===== src/rtl/systolic_job_scheduler_if.sv =====
// ============================================================================
// Module      : systolic_job_scheduler_if
// Description : Signal bundle between the systolic job scheduler and its
//               environment (requesters, row fetch unit, MAC core, result
//               sink).
//   master modport : scheduler side (drives grant/status, fetch, core, sink)
//   slave  modport : environment side
//   Requesters : req_valid, req_gelu, req_keep_a, abort -> grant_id, busy,
//                job_done, job_err
//   Row fetch  : src_req, src_is_b, src_row <- src_ready
//   Core       : core_wr_en_a/b, core_wr_row, core_start, core_rd_row,
//                core_gelu_en <- core_done
//   Sink       : res_valid, res_row <- res_ready
// Revision    : 1.0  initial release
// ============================================================================
`default_nettype none

interface systolic_job_scheduler_if #(
  parameter int ARRAY_SIZE = 32,
  parameter int NUM_REQ    = 4,
  parameter int ADDR_WIDTH = (ARRAY_SIZE > 1) ? $clog2(ARRAY_SIZE) : 1,
  parameter int REQ_WIDTH  = (NUM_REQ > 1) ? $clog2(NUM_REQ) : 1
);
  logic [NUM_REQ-1:0]    req_valid;
  logic [NUM_REQ-1:0]    req_gelu;
  logic [NUM_REQ-1:0]    req_keep_a;
  logic                  abort;
  logic [REQ_WIDTH-1:0]  grant_id;
  logic                  busy;
  logic [NUM_REQ-1:0]    job_done;
  logic [NUM_REQ-1:0]    job_err;
  logic                  src_req;
  logic                  src_is_b;
  logic [ADDR_WIDTH-1:0] src_row;
  logic                  src_ready;
  logic                  core_wr_en_a;
  logic                  core_wr_en_b;
  logic [ADDR_WIDTH-1:0] core_wr_row;
  logic                  core_start;
  logic                  core_done;
  logic [ADDR_WIDTH-1:0] core_rd_row;
  logic                  core_gelu_en;
  logic                  res_valid;
  logic [ADDR_WIDTH-1:0] res_row;
  logic                  res_ready;

  modport master (
    input  req_valid, req_gelu, req_keep_a, abort, src_ready, core_done, res_ready,
    output grant_id, busy, job_done, job_err, src_req, src_is_b, src_row,
           core_wr_en_a, core_wr_en_b, core_wr_row, core_start, core_rd_row,
           core_gelu_en, res_valid, res_row
  );

  modport slave (
    output req_valid, req_gelu, req_keep_a, abort, src_ready, core_done, res_ready,
    input  grant_id, busy, job_done, job_err, src_req, src_is_b, src_row,
           core_wr_en_a, core_wr_en_b, core_wr_row, core_start, core_rd_row,
           core_gelu_en, res_valid, res_row
  );
endinterface

`default_nettype wire


===== src/rtl/systolic_job_scheduler.sv =====
// ============================================================================
// Module      : systolic_job_scheduler
// Description : Round-robin arbiter and job sequencer sharing one systolic
//               MAC core among NUM_REQ requesters. Per job: load A rows,
//               load B rows, pulse core start, wait for done (with timeout),
//               drain result rows to a backpressured sink.
// Ports       : clk    - clock
//               rst_n  - synchronous active-low reset
//               bus    - systolic_job_scheduler_if.master (requesters, row
//                        fetch, core control, result sink)
// Config      : SCHED_WEIGHT_REUSE_EN - when defined, a grant to the
//               requester whose job last completed skips the A load if that
//               requester asserts req_keep_a.
// Revision    : 1.0  initial release
// ============================================================================
`default_nettype none

module systolic_job_scheduler #(
  parameter int ARRAY_SIZE     = 32,
  parameter int NUM_REQ        = 4,
  parameter int TIMEOUT_CYCLES = 4096,
  parameter int ADDR_WIDTH     = (ARRAY_SIZE > 1) ? $clog2(ARRAY_SIZE) : 1,
  parameter int REQ_WIDTH      = (NUM_REQ > 1) ? $clog2(NUM_REQ) : 1
) (
  input  wire logic                 clk,
  input  wire logic                 rst_n,
  systolic_job_scheduler_if.master  bus
);

  localparam int TMO_WIDTH = (TIMEOUT_CYCLES > 1) ? $clog2(TIMEOUT_CYCLES) : 1;
  localparam logic [ADDR_WIDTH-1:0] LAST_ROW = ADDR_WIDTH'(ARRAY_SIZE - 1);
  localparam logic [TMO_WIDTH-1:0]  TMO_LAST = TMO_WIDTH'(TIMEOUT_CYCLES - 1);
  localparam logic [REQ_WIDTH-1:0]  LAST_REQ = REQ_WIDTH'(NUM_REQ - 1);

  typedef enum logic [2:0] {
    S_IDLE    = 3'd0,
    S_LOAD_A  = 3'd1,
    S_LOAD_B  = 3'd2,
    S_START   = 3'd3,
    S_COMPUTE = 3'd4,
    S_DRAIN   = 3'd5,
    S_FINISH  = 3'd6
  } state_t;

  state_t                state, state_nxt;
  logic [ADDR_WIDTH-1:0] row_cnt, row_nxt;
  logic [TMO_WIDTH-1:0]  tmo_cnt, tmo_nxt;
  logic [REQ_WIDTH-1:0]  grant_id_r, rr_ptr, rr_nxt;
  logic                  gelu_r;
  logic [NUM_REQ-1:0]    grant_onehot;

  logic                  arb_found;
  logic [REQ_WIDTH-1:0]  arb_sel, arb_cand;
  int                    arb_idx;

  logic                  grant_load;
  logic                  skip_a;
  logic                  end_ok, end_err;
  logic                  src_req, src_is_b, core_start, res_valid;
  logic [ADDR_WIDTH-1:0] src_row, rd_row;

  // Round-robin search: first requester at or after rr_ptr, wrapping.
  always_comb begin
    arb_found = 1'b0;
    arb_sel   = '0;
    arb_idx   = 0;
    arb_cand  = '0;
    for (int i = 0; i < NUM_REQ; i++) begin
      arb_idx  = (int'(rr_ptr) + i) % NUM_REQ;
      arb_cand = REQ_WIDTH'(arb_idx);
      if (!arb_found && bus.req_valid[arb_cand]) begin
        arb_found = 1'b1;
        arb_sel   = arb_cand;
      end
    end
  end

  assign rr_nxt       = (arb_sel == LAST_REQ) ? '0 : arb_sel + 1'b1;
  assign grant_onehot = NUM_REQ'(1) << grant_id_r;

`ifdef SCHED_WEIGHT_REUSE_EN
  // A matrix stays resident in the core after a clean completion; any error,
  // abort or reset makes its contents untrustworthy.
  logic                 a_resident;
  logic [REQ_WIDTH-1:0] a_owner;

  always_ff @(posedge clk) begin
    if (!rst_n) begin
      a_resident <= 1'b0;
      a_owner    <= '0;
    end else if (end_err) begin
      a_resident <= 1'b0;
    end else if (end_ok) begin
      a_resident <= 1'b1;
      a_owner    <= grant_id_r;
    end
  end

  assign skip_a = bus.req_keep_a[arb_sel] && a_resident && (a_owner == arb_sel);
`else
  logic unused_keep_a;
  assign unused_keep_a = ^bus.req_keep_a;
  assign skip_a        = 1'b0;
`endif

  always_ff @(posedge clk) begin
    if (!rst_n) begin
      state      <= S_IDLE;
      row_cnt    <= '0;
      tmo_cnt    <= '0;
      grant_id_r <= '0;
      rr_ptr     <= '0;
      gelu_r     <= 1'b0;
    end else begin
      state   <= state_nxt;
      row_cnt <= row_nxt;
      tmo_cnt <= tmo_nxt;
      if (grant_load) begin
        grant_id_r <= arb_sel;
        rr_ptr     <= rr_nxt;
        gelu_r     <= bus.req_gelu[arb_sel];
      end
    end
  end

  always_comb begin
    state_nxt  = state;
    row_nxt    = row_cnt;
    tmo_nxt    = tmo_cnt;
    grant_load = 1'b0;
    end_ok     = 1'b0;
    end_err    = 1'b0;
    src_req    = 1'b0;
    src_is_b   = 1'b0;
    src_row    = '0;
    core_start = 1'b0;
    res_valid  = 1'b0;
    rd_row     = '0;

    case (state)
      S_IDLE: begin
        if (arb_found) begin
          grant_load = 1'b1;
          row_nxt    = '0;
          state_nxt  = skip_a ? S_LOAD_B : S_LOAD_A;
        end
      end
      S_LOAD_A, S_LOAD_B: begin
        src_req  = 1'b1;
        src_is_b = (state == S_LOAD_B);
        src_row  = row_cnt;
        if (bus.src_ready) begin
          if (row_cnt == LAST_ROW) begin
            row_nxt   = '0;
            state_nxt = (state == S_LOAD_A) ? S_LOAD_B : S_START;
          end else begin
            row_nxt = row_cnt + 1'b1;
          end
        end
      end
      S_START: begin
        core_start = 1'b1;
        tmo_nxt    = '0;
        state_nxt  = S_COMPUTE;
      end
      S_COMPUTE: begin
        if (bus.core_done) begin
          row_nxt   = '0;
          state_nxt = S_DRAIN;
        end else if (tmo_cnt == TMO_LAST) begin
          end_err   = 1'b1;
          tmo_nxt   = '0;
          state_nxt = S_IDLE;
        end else begin
          tmo_nxt = tmo_cnt + 1'b1;
        end
      end
      S_DRAIN: begin
        res_valid = 1'b1;
        rd_row    = row_cnt;
        if (bus.res_ready) begin
          if (row_cnt == LAST_ROW) begin
            row_nxt   = '0;
            state_nxt = S_FINISH;
          end else begin
            row_nxt = row_cnt + 1'b1;
          end
        end
      end
      S_FINISH: begin
        end_ok    = 1'b1;
        state_nxt = S_IDLE;
      end
      default: begin
        state_nxt = S_IDLE;
      end
    endcase

    // Abort overrides everything, including a simultaneous core_done and a
    // pending start pulse.
    if (state != S_IDLE && bus.abort) begin
      state_nxt  = S_IDLE;
      row_nxt    = '0;
      tmo_nxt    = '0;
      end_ok     = 1'b0;
      end_err    = 1'b1;
      core_start = 1'b0;
    end

    // A reset cycle never reports job completion.
    if (!rst_n) begin
      end_ok  = 1'b0;
      end_err = 1'b0;
    end
  end

  assign bus.grant_id     = grant_id_r;
  assign bus.busy         = (state != S_IDLE);
  assign bus.job_done     = end_ok  ? grant_onehot : '0;
  assign bus.job_err      = end_err ? grant_onehot : '0;
  assign bus.src_req      = src_req;
  assign bus.src_is_b     = src_is_b;
  assign bus.src_row      = src_row;
  assign bus.core_wr_en_a = src_req & bus.src_ready & ~src_is_b;
  assign bus.core_wr_en_b = src_req & bus.src_ready &  src_is_b;
  assign bus.core_wr_row  = src_row;
  assign bus.core_start   = core_start;
  assign bus.core_rd_row  = rd_row;
  assign bus.core_gelu_en = gelu_r;
  assign bus.res_valid    = res_valid;
  assign bus.res_row      = rd_row;

endmodule

`default_nettype wire


===== src/flat_wrapper.sv =====
// flat-port wrapper written by rule: the top's interface ports become plain ports
module systolic_job_scheduler_flat 
#(
  parameter int ARRAY_SIZE     = 32,
  parameter int NUM_REQ        = 4,
  parameter int TIMEOUT_CYCLES = 4096,
  parameter int ADDR_WIDTH     = (ARRAY_SIZE > 1) ? $clog2(ARRAY_SIZE) : 1,
  parameter int REQ_WIDTH      = (NUM_REQ > 1) ? $clog2(NUM_REQ) : 1
)
  (clk, rst_n, bus_req_valid, bus_req_gelu, bus_req_keep_a, bus_abort, bus_src_ready, bus_core_done, bus_res_ready, bus_grant_id, bus_busy, bus_job_done, bus_job_err, bus_src_req, bus_src_is_b, bus_src_row, bus_core_wr_en_a, bus_core_wr_en_b, bus_core_wr_row, bus_core_start, bus_core_rd_row, bus_core_gelu_en, bus_res_valid, bus_res_row);
  systolic_job_scheduler_if #(.ARRAY_SIZE(ARRAY_SIZE), .NUM_REQ(NUM_REQ), .ADDR_WIDTH(ADDR_WIDTH), .REQ_WIDTH(REQ_WIDTH)) bus_i ();
  input  wire logic clk;
  input  wire logic rst_n;
  input wire logic [$bits(bus_i.req_valid)-1:0] bus_req_valid;
  input wire logic [$bits(bus_i.req_gelu)-1:0] bus_req_gelu;
  input wire logic [$bits(bus_i.req_keep_a)-1:0] bus_req_keep_a;
  input wire logic [$bits(bus_i.abort)-1:0] bus_abort;
  input wire logic [$bits(bus_i.src_ready)-1:0] bus_src_ready;
  input wire logic [$bits(bus_i.core_done)-1:0] bus_core_done;
  input wire logic [$bits(bus_i.res_ready)-1:0] bus_res_ready;
  output wire logic [$bits(bus_i.grant_id)-1:0] bus_grant_id;
  output wire logic [$bits(bus_i.busy)-1:0] bus_busy;
  output wire logic [$bits(bus_i.job_done)-1:0] bus_job_done;
  output wire logic [$bits(bus_i.job_err)-1:0] bus_job_err;
  output wire logic [$bits(bus_i.src_req)-1:0] bus_src_req;
  output wire logic [$bits(bus_i.src_is_b)-1:0] bus_src_is_b;
  output wire logic [$bits(bus_i.src_row)-1:0] bus_src_row;
  output wire logic [$bits(bus_i.core_wr_en_a)-1:0] bus_core_wr_en_a;
  output wire logic [$bits(bus_i.core_wr_en_b)-1:0] bus_core_wr_en_b;
  output wire logic [$bits(bus_i.core_wr_row)-1:0] bus_core_wr_row;
  output wire logic [$bits(bus_i.core_start)-1:0] bus_core_start;
  output wire logic [$bits(bus_i.core_rd_row)-1:0] bus_core_rd_row;
  output wire logic [$bits(bus_i.core_gelu_en)-1:0] bus_core_gelu_en;
  output wire logic [$bits(bus_i.res_valid)-1:0] bus_res_valid;
  output wire logic [$bits(bus_i.res_row)-1:0] bus_res_row;
  assign bus_i.req_valid = bus_req_valid;
  assign bus_i.req_gelu = bus_req_gelu;
  assign bus_i.req_keep_a = bus_req_keep_a;
  assign bus_i.abort = bus_abort;
  assign bus_i.src_ready = bus_src_ready;
  assign bus_i.core_done = bus_core_done;
  assign bus_i.res_ready = bus_res_ready;
  assign bus_grant_id = bus_i.grant_id;
  assign bus_busy = bus_i.busy;
  assign bus_job_done = bus_i.job_done;
  assign bus_job_err = bus_i.job_err;
  assign bus_src_req = bus_i.src_req;
  assign bus_src_is_b = bus_i.src_is_b;
  assign bus_src_row = bus_i.src_row;
  assign bus_core_wr_en_a = bus_i.core_wr_en_a;
  assign bus_core_wr_en_b = bus_i.core_wr_en_b;
  assign bus_core_wr_row = bus_i.core_wr_row;
  assign bus_core_start = bus_i.core_start;
  assign bus_core_rd_row = bus_i.core_rd_row;
  assign bus_core_gelu_en = bus_i.core_gelu_en;
  assign bus_res_valid = bus_i.res_valid;
  assign bus_res_row = bus_i.res_row;
  systolic_job_scheduler #(.ARRAY_SIZE(ARRAY_SIZE), .NUM_REQ(NUM_REQ), .TIMEOUT_CYCLES(TIMEOUT_CYCLES), .ADDR_WIDTH(ADDR_WIDTH), .REQ_WIDTH(REQ_WIDTH)) u_core (.clk(clk), .rst_n(rst_n), .bus(bus_i));
endmodule

===== config.mk =====
export PLATFORM = sky130hd
export DESIGN_NAME = systolic_job_scheduler_flat
export DESIGN_NICKNAME = d
export VERILOG_FILES = /design/src/rtl/systolic_job_scheduler_if.sv /design/src/rtl/systolic_job_scheduler.sv /design/src/flat_wrapper.sv
export SDC_FILE = /design/constraint.sdc
export NUM_CORES = 1
export LEC_CHECK = 0
export ABC_AREA = 1
export BUFFER_PORTS_ARGS = -buffer_cell sky130_fd_sc_hd__buf_2
export CORE_MARGIN = 10
export CORE_UTILIZATION = 47
export CTS_CLUSTER_SIZE = 25
export DETAILED_ROUTE_END_ITERATION = 12
export GPL_TIMING_DRIVEN = 0
export HOLD_SLACK_MARGIN = 0.12
export PLACE_DENSITY_LB_ADDON = 0.25
export RECOVER_POWER = 100
export SYNTH_ARGS = -nofsm -noshare
export SYNTH_HDL_FRONTEND = slang
export SYNTH_SLANG_ARGS = --single-unit
export TNS_END_PERCENT = 50

===== constraint.sdc =====
create_clock -name clk -period 1.95 [get_ports clk]
set_clock_uncertainty 0.2 [all_clocks]
set_input_delay 0.39 -clock clk [delete_from_list [all_inputs] [get_ports clk]]
set_output_delay 0.39 -clock clk [all_outputs]
set_load 0.01 [all_outputs]

=== Word-level counts from Yosys, hierarchy flattened ===
Index checks and enable logic that the tools add are counted.

* Bits in registers: 25
* Logic and storage cells: 112
* Output and inout port bits: 38
* Input port bits: 18

* Add/sub/neg operators: 6
* Equal/unequal tests: 17
* Reductions and logical operators: 16
* Bitwise logic cells: 5
* Order comparisons: 5
* Mux-type cells: 56
* Shift-type cells: 1

{| class="wikitable"
|+ Operators with widths
! operator !! number
|-
| $mux 5 || 7
|-
| $mux 1 || 25
|-
| $mux 12 || 2
|-
| $pmux 12 s2 || 1
|-
| $mux 3 || 7
|-
| $pmux 5 s4 || 1
|-
| $lt 2x3->1 const B || 5
|-
| $pmux 3 s5 || 1
|-
| $add 12x1->12 const B || 1
|-
| $eq 12x12->1 const B || 1
|-
| $bmux 1 s2 || 5
|-
| $mux 2 || 5
|-
| $eq 3x3->1 const B || 3
|-
| $mux 4 || 2
|-
| $ne 2x2->1 const B || 4
|-
| $eq 3x2->1 const B || 2
|-
| $ne 2x1->1 const B || 3
|-
| $reduce_and 6->1 || 1
|-
| $add 5x1->5 const B || 1
|-
| $eq 5x5->1 const B || 1
|-
| $reduce_and 5->1 || 1
|-
| $add 2x1->2 const B || 2
|-
| $add 2x2->2 const B || 2
|-
| $logic_and 1x1->1 || 4
|-
| other kinds (13) || 19
|}

=== Longest topological paths before layout ===
* Word-level depth: 14
* Depth in mapped cells: 16
* Gate-level depth less buffers: 15

=== Worst setup path after synthesis ===
Ideal clock, no wire load.

* Path type: register -> output
* Start: register u_core.tmo_cnt[1]
* End: output bus_job_err[0]
* Required time: 1.360 ns
* Path buffers: 0
* Slack: -0.166 ns
* Stages on the path, launching flop included: 10
* Arrival: 1.526 ns
* Cell sequence: dfxtp_1 > ha_1 > nand2_1 > nor2_1 > inv_1 > nor2_1 > nand2_1 > o21ai_0 > nand2_1 > nor3_1

* Word-level cells in the longest chain between the ends: 7

{| class="wikitable"
|+ Ends and longest elaborated chain
! item !! line !! source
|-
| from (decl) || systolic_job_scheduler.sv:47 || <nowiki>logic [TMO_WIDTH-1:0] tmo_cnt, tmo_nxt;</nowiki>
|-
| from (signal assigned) || systolic_job_scheduler.sv:117 || <nowiki>tmo_cnt <= tmo_nxt;</nowiki>
|-
| $eq 12x12->1 || systolic_job_scheduler.sv:170 || <nowiki>end else if (tmo_cnt == TMO_LAST) begin</nowiki>
|-
| $mux 1 || systolic_job_scheduler.sv:170 ||
|-
| $mux 1 || systolic_job_scheduler.sv:167 || <nowiki>if (bus.core_done) begin</nowiki>
|-
| $mux 1 || systolic_job_scheduler.sv:140 || <nowiki>case (state)</nowiki>
|-
| $mux 1 || systolic_job_scheduler.sv:201 || <nowiki>if (state != S_IDLE && bus.abort) begin</nowiki>
|-
| $mux 1 || systolic_job_scheduler.sv:211 || <nowiki>if (!rst_n) begin</nowiki>
|-
| $mux 4 || systolic_job_scheduler.sv:220 || <nowiki>assign bus.job_err = end_err ? grant_onehot : '0;</nowiki>
|-
| to (decl) || flat_wrapper.sv:24 || <nowiki>output wire logic [$bits(bus_i.job_err)-1:0] bus_job_err;</nowiki>
|}

No other way between the ends.

=== Final worst setup path ===
* Start: register u_core.tmo_cnt[1]
* End: output bus_job_err[1]

Same word-level chain as after synthesis.

==> flow_metrics.env <==
export IMPL_synth_nets=329
export IMPL_crit_path_end_kind="output pin"
export IMPL_setup_slack_ns=-0.368
export IMPL_rows=23
export IMPL_numCtsBuffers=3
export IMPL_dr_total_vias=2331
export IMPL_antenna_left=0
export IMPL_grt_pass1_wl_um=9440
export IMPL_fmax_mhz=431
export IMPL_crit_family="simple AND/OR/NAND/NOR gates"
export IMPL_setup_viol=28
export IMPL_r2r_start="u_core.state[0]$_SDFFE_PP0P_"
export IMPL_core_mm2=0.00406
export IMPL_powerDensity_mw_per_mm2=1200
export IMPL_drv_cap=0
export IMPL_grt_max_degree=14
export IMPL_area_growth_pct=49.3
export IMPL_grt_pass1_vias=2089
export IMPL_avgViaCountPerCell=5.25
export IMPL_critical_path_class="flip-flop to output pin"
export IMPL_crit_buf_inv=2
export IMPL_final_nets=416
export IMPL_hold_path_class="input pin to flip-flop"
export IMPL_drt_wirelength_per_cell_um=14.7
export IMPL_tightest_slew_ns=0.359
export IMPL_min_to="u_core.rr_ptr[1]$_SDFFE_PN0P_"
export IMPL_utilization=0.739
export IMPL_power_mw=3.60
export IMPL_placed_area_mm2=0.00238
export IMPL_worstPathArrival_ns=1.73
export IMPL_synth_yosys_seq_area_share=0.249
export IMPL_holdPathStages=3
export IMPL_finalCriticalPeriod_ns=2.32
export IMPL_rr_endpoint="u_core.row_cnt[4]$_SDFFE_PP0P_"
export IMPL_final_cell_area_mm2=0.00300
export IMPL_grt_setup_unrepaired="true"
export IMPL_dr_first_iter_drc_count=151
export IMPL_io_pins=56
export IMPL_clockBufferDepth=2
export IMPL_crit_fanout=4
export IMPL_synthesis_area_mm2=0.00201
export IMPL_violations="setup timing"
export IMPL_insertedDiodeCount=0
export IMPL_synth_avg_cell_area_um2=6.52
export IMPL_ir_drop_mv=0.536
export IMPL_maxSlewHeadroom=0.760
export IMPL_fillers=270
export IMPL_hpwl_um=4090
export IMPL_drc=0
export IMPL_cts_clk_slew_worst_paths_ns=0.09
export IMPL_dp_slack_ns=-0.322
export IMPL_period_share=1.19
export IMPL_dieArea_mm2=0.00729
export IMPL_synth_seq_cells=25
export IMPL_status="complete, but fails checks"
export IMPL_initial_core_util=0.495
export IMPL_crit_path_max_incr_delay_ns=0.36
export IMPL_slew_violations=0
export IMPL_path_depth=10
export IMPL_whs_ns=0.186
export IMPL_firstDrtPassIters=4
export IMPL_required_ns=1.36
export IMPL_ys_types=39
export IMPL_final_hold_viol_count=0
export IMPL_total_leakage_power_nw=1.42
export IMPL_antenna_found_initial=0
export IMPL_hp_start="rst_n"
export IMPL_critPathLaunchType="flip-flop"
export IMPL_htreeDepth=1
export IMPL_r2r_slack_ns=-0.08
export IMPL_crit_chain="ha_4 -> nand2_4 -> nor2_4 -> inv_2 -> nor2_4 -> nand2_2 -> o21ai_2 -> nand2_2 -> nor3_2 -> buf_2"
export IMPL_cts_tree="yes"
export IMPL_routed_wl_um=6530
export IMPL_fp_dieW_um=85.4
export IMPL_drive_gt1_frac=0.495
export IMPL_grt_overflow=0
export IMPL_hold_buffers=0
export IMPL_yosys_warnings=0
export IMPL_gr_usage_all_layers=0.150
export IMPL_root_buffer="clkbuf_8"
export IMPL_clk_latency_ns=0.27
export IMPL_numPortBuffers=51
export IMPL_cpMaxStageDelayCell="dfxtp_2"
export IMPL_clock_sinks=25
export IMPL_r2r_cells=13
export IMPL_gp_congestion=0.901
export IMPL_die_y_um=85.4
export IMPL_synthCells=308
==> worst max-delay path by stage <==
| stage | startpoint | to | slack [ns] |
|---|---|---|---|
| floorplan | u_core.state[1]$_SDFFE_PP0P_ | bus_job_done[0] | -0.06 |
| global placement | u_core.tmo_cnt[1]$_SDFFE_PP0P_ | bus_job_err[0] | -0.30 |
| detailed placement | u_core.state[1]$_SDFFE_PP0P_ | bus_job_done[3] | -0.32 |
| CTS | u_core.tmo_cnt[1]$_SDFFE_PP0P_ | bus_job_err[0] | -0.35 |
| global route | u_core.tmo_cnt[1]$_SDFFE_PP0P_ | bus_job_err[2] | -0.44 |
| finish | u_core.tmo_cnt[1]$_SDFFE_PP0P_ | bus_job_err[1] | -0.37 |
==> timing repair <==
action                                  4_1_cts  5_1_grt
buffers inserted                             22       13
pin swaps                                    13       22
cloned                                        0        2
resized for setup                            26       60
endpoints found under the setup margin       26       41
==> routing by layer <==
layer | track usage | vias to the layer above | share of wire | wire length, µm
met4 | 0.0374 | 0 | 0.023 | 151
met5 | 0 | - | 0 | 0
met3 | 0.0258 | 14 | 0.041 | 269
met2 | 0.293 | 57 | 0.56 | 3630
met1 | 0.160 | 1099 | 0.38 | 2480
li1 | - | 1161 | - | -
==> flip-flops by register name, summed over array words and instances, names as in the netlist <==
| register | count |
|---|---|
| u_core.bus.core_gelu_en | 1 |
| u_core.bus.grant_id | 2 |
| u_core.row_cnt | 5 |
| u_core.rr_ptr | 2 |
| u_core.state | 3 |
| u_core.tmo_cnt | 12 |
==> cells in the final DEF (no fill, tap or decap), types with 3 or more instances in the layout <==
cell type and instances:
nor2_1 19, buf_4 34, nand2_1 69, clkbuf_8 3
inv_2 11, nor3_1 4, a21oi_2 3, nor2_4 16
a21oi_1 12, nor2_2 4, nand3_1 18, inv_4 6
nor3_2 12, clkbuf_1 3, nand2_2 13, nand3_2 3
buf_6 21, nand4_1 4, a211oi_1 3, nand3_4 3
nand2_4 10, inv_1 31, dfxtp_1 20, dfxtp_2 4
buf_2 38
==> layout make-up <==
type,count,area (µm²),share of cell area
clock buffer,4,45.0,0.0150
sequential,25,509,0.170
timing repair buffer,85,592,0.197
buffer,10,97.6,0.0325
inverter,49,199,0.0663
multi-input combinational,221,1490,0.498
tap,50,62.6,0.0209
==> logic make-up (layout without fill, tap and decap cells) <==
family,count (synthesis),count (layout),synth area share
AND/OR/NAND/NOR,183,185,0.472
buffers and inverters,64,148,0.155
AO/OA/AOI/OAI,32,32,0.100
adder cells (fa/ha/maj),3,3,0.0187
flip-flops,25,25,0.249
XOR/XNOR,1,1,0.00436
==> worst reg2reg max path, stage by stage, from the launching register on <==
cell,delay (ns)
dfxtp_2,0.35
inv_2,0.06
buf_6,0.13
nor2_4,0.17
nand2_2,0.11
buf_4,0.15
o22ai_2,0.14
inv_2,0.07
nand3_2,0.08
nor2_4,0.05
nand2_4,0.12
buf_4,0.13
nand2_1,0.05
a21oi_1,0.17
==> cells in the mapped netlist <==
library cell  number  area (µm²)
nor2_1            33         124
dfxtp_1           25         500
ha_1               3        37.5
a31oi_1            2        12.5
nand3_2            2        20.0
buf_6              2        22.5
o21ai_0            3        15.0
nor4_2             1        12.5
nand2_2            9        56.3
a211oi_2           1        12.5
buf_4             13        97.6
nor3b_1            1        7.51
nand2_1           77         289
nand2_4            5        56.3
a211oi_1           4        30.0
inv_1             35         131
nand3_1           19        95.1
a221oi_1           1        8.76
nor4_1             1        6.26
nand4_2            2        25.0
nand3_4            2        35.0
o22ai_2            1        12.5
a21oi_2            1        8.76
and3_1             1        6.26
nand4_1            4        25.0
a21oi_1           14        70.1
nor2_2             2        12.5
inv_2             10        37.5
nor2_4             4        45.0
o21ai_2            1        8.76
nand3b_1           1        7.51
nor2_8             1        20.0
o21a_1             1        7.51
clkinv_1           1        3.75
nor3_1            17        85.1
nand3b_4           1        20.0
xor2_1             1        8.76
inv_4              3        18.8
o21ai_1            3        15.0
==> report_power, final <==
group / leakage [nW] / internal, mW / switching, mW
sequential: 0.206 / 0.598 / 0.0990
combinational: 1.19 / 0.992 / 1.61
clock: 0.0228 / 0.146 / 0.160
total: 1.42 / 1.74 / 1.86
==> per-stage QoR <==
stage	setup TNS [ns]	instances
3_3_place_gp	-2.15	409
6_report	-3.52	444
2_1_floorplan	-0.452	308
4_1_cts	-3.11	435
3_5_place_dp	-2.30	409
5_1_grt	-5.71	444
Note: power is estimated with default switching activity, not from simulation.
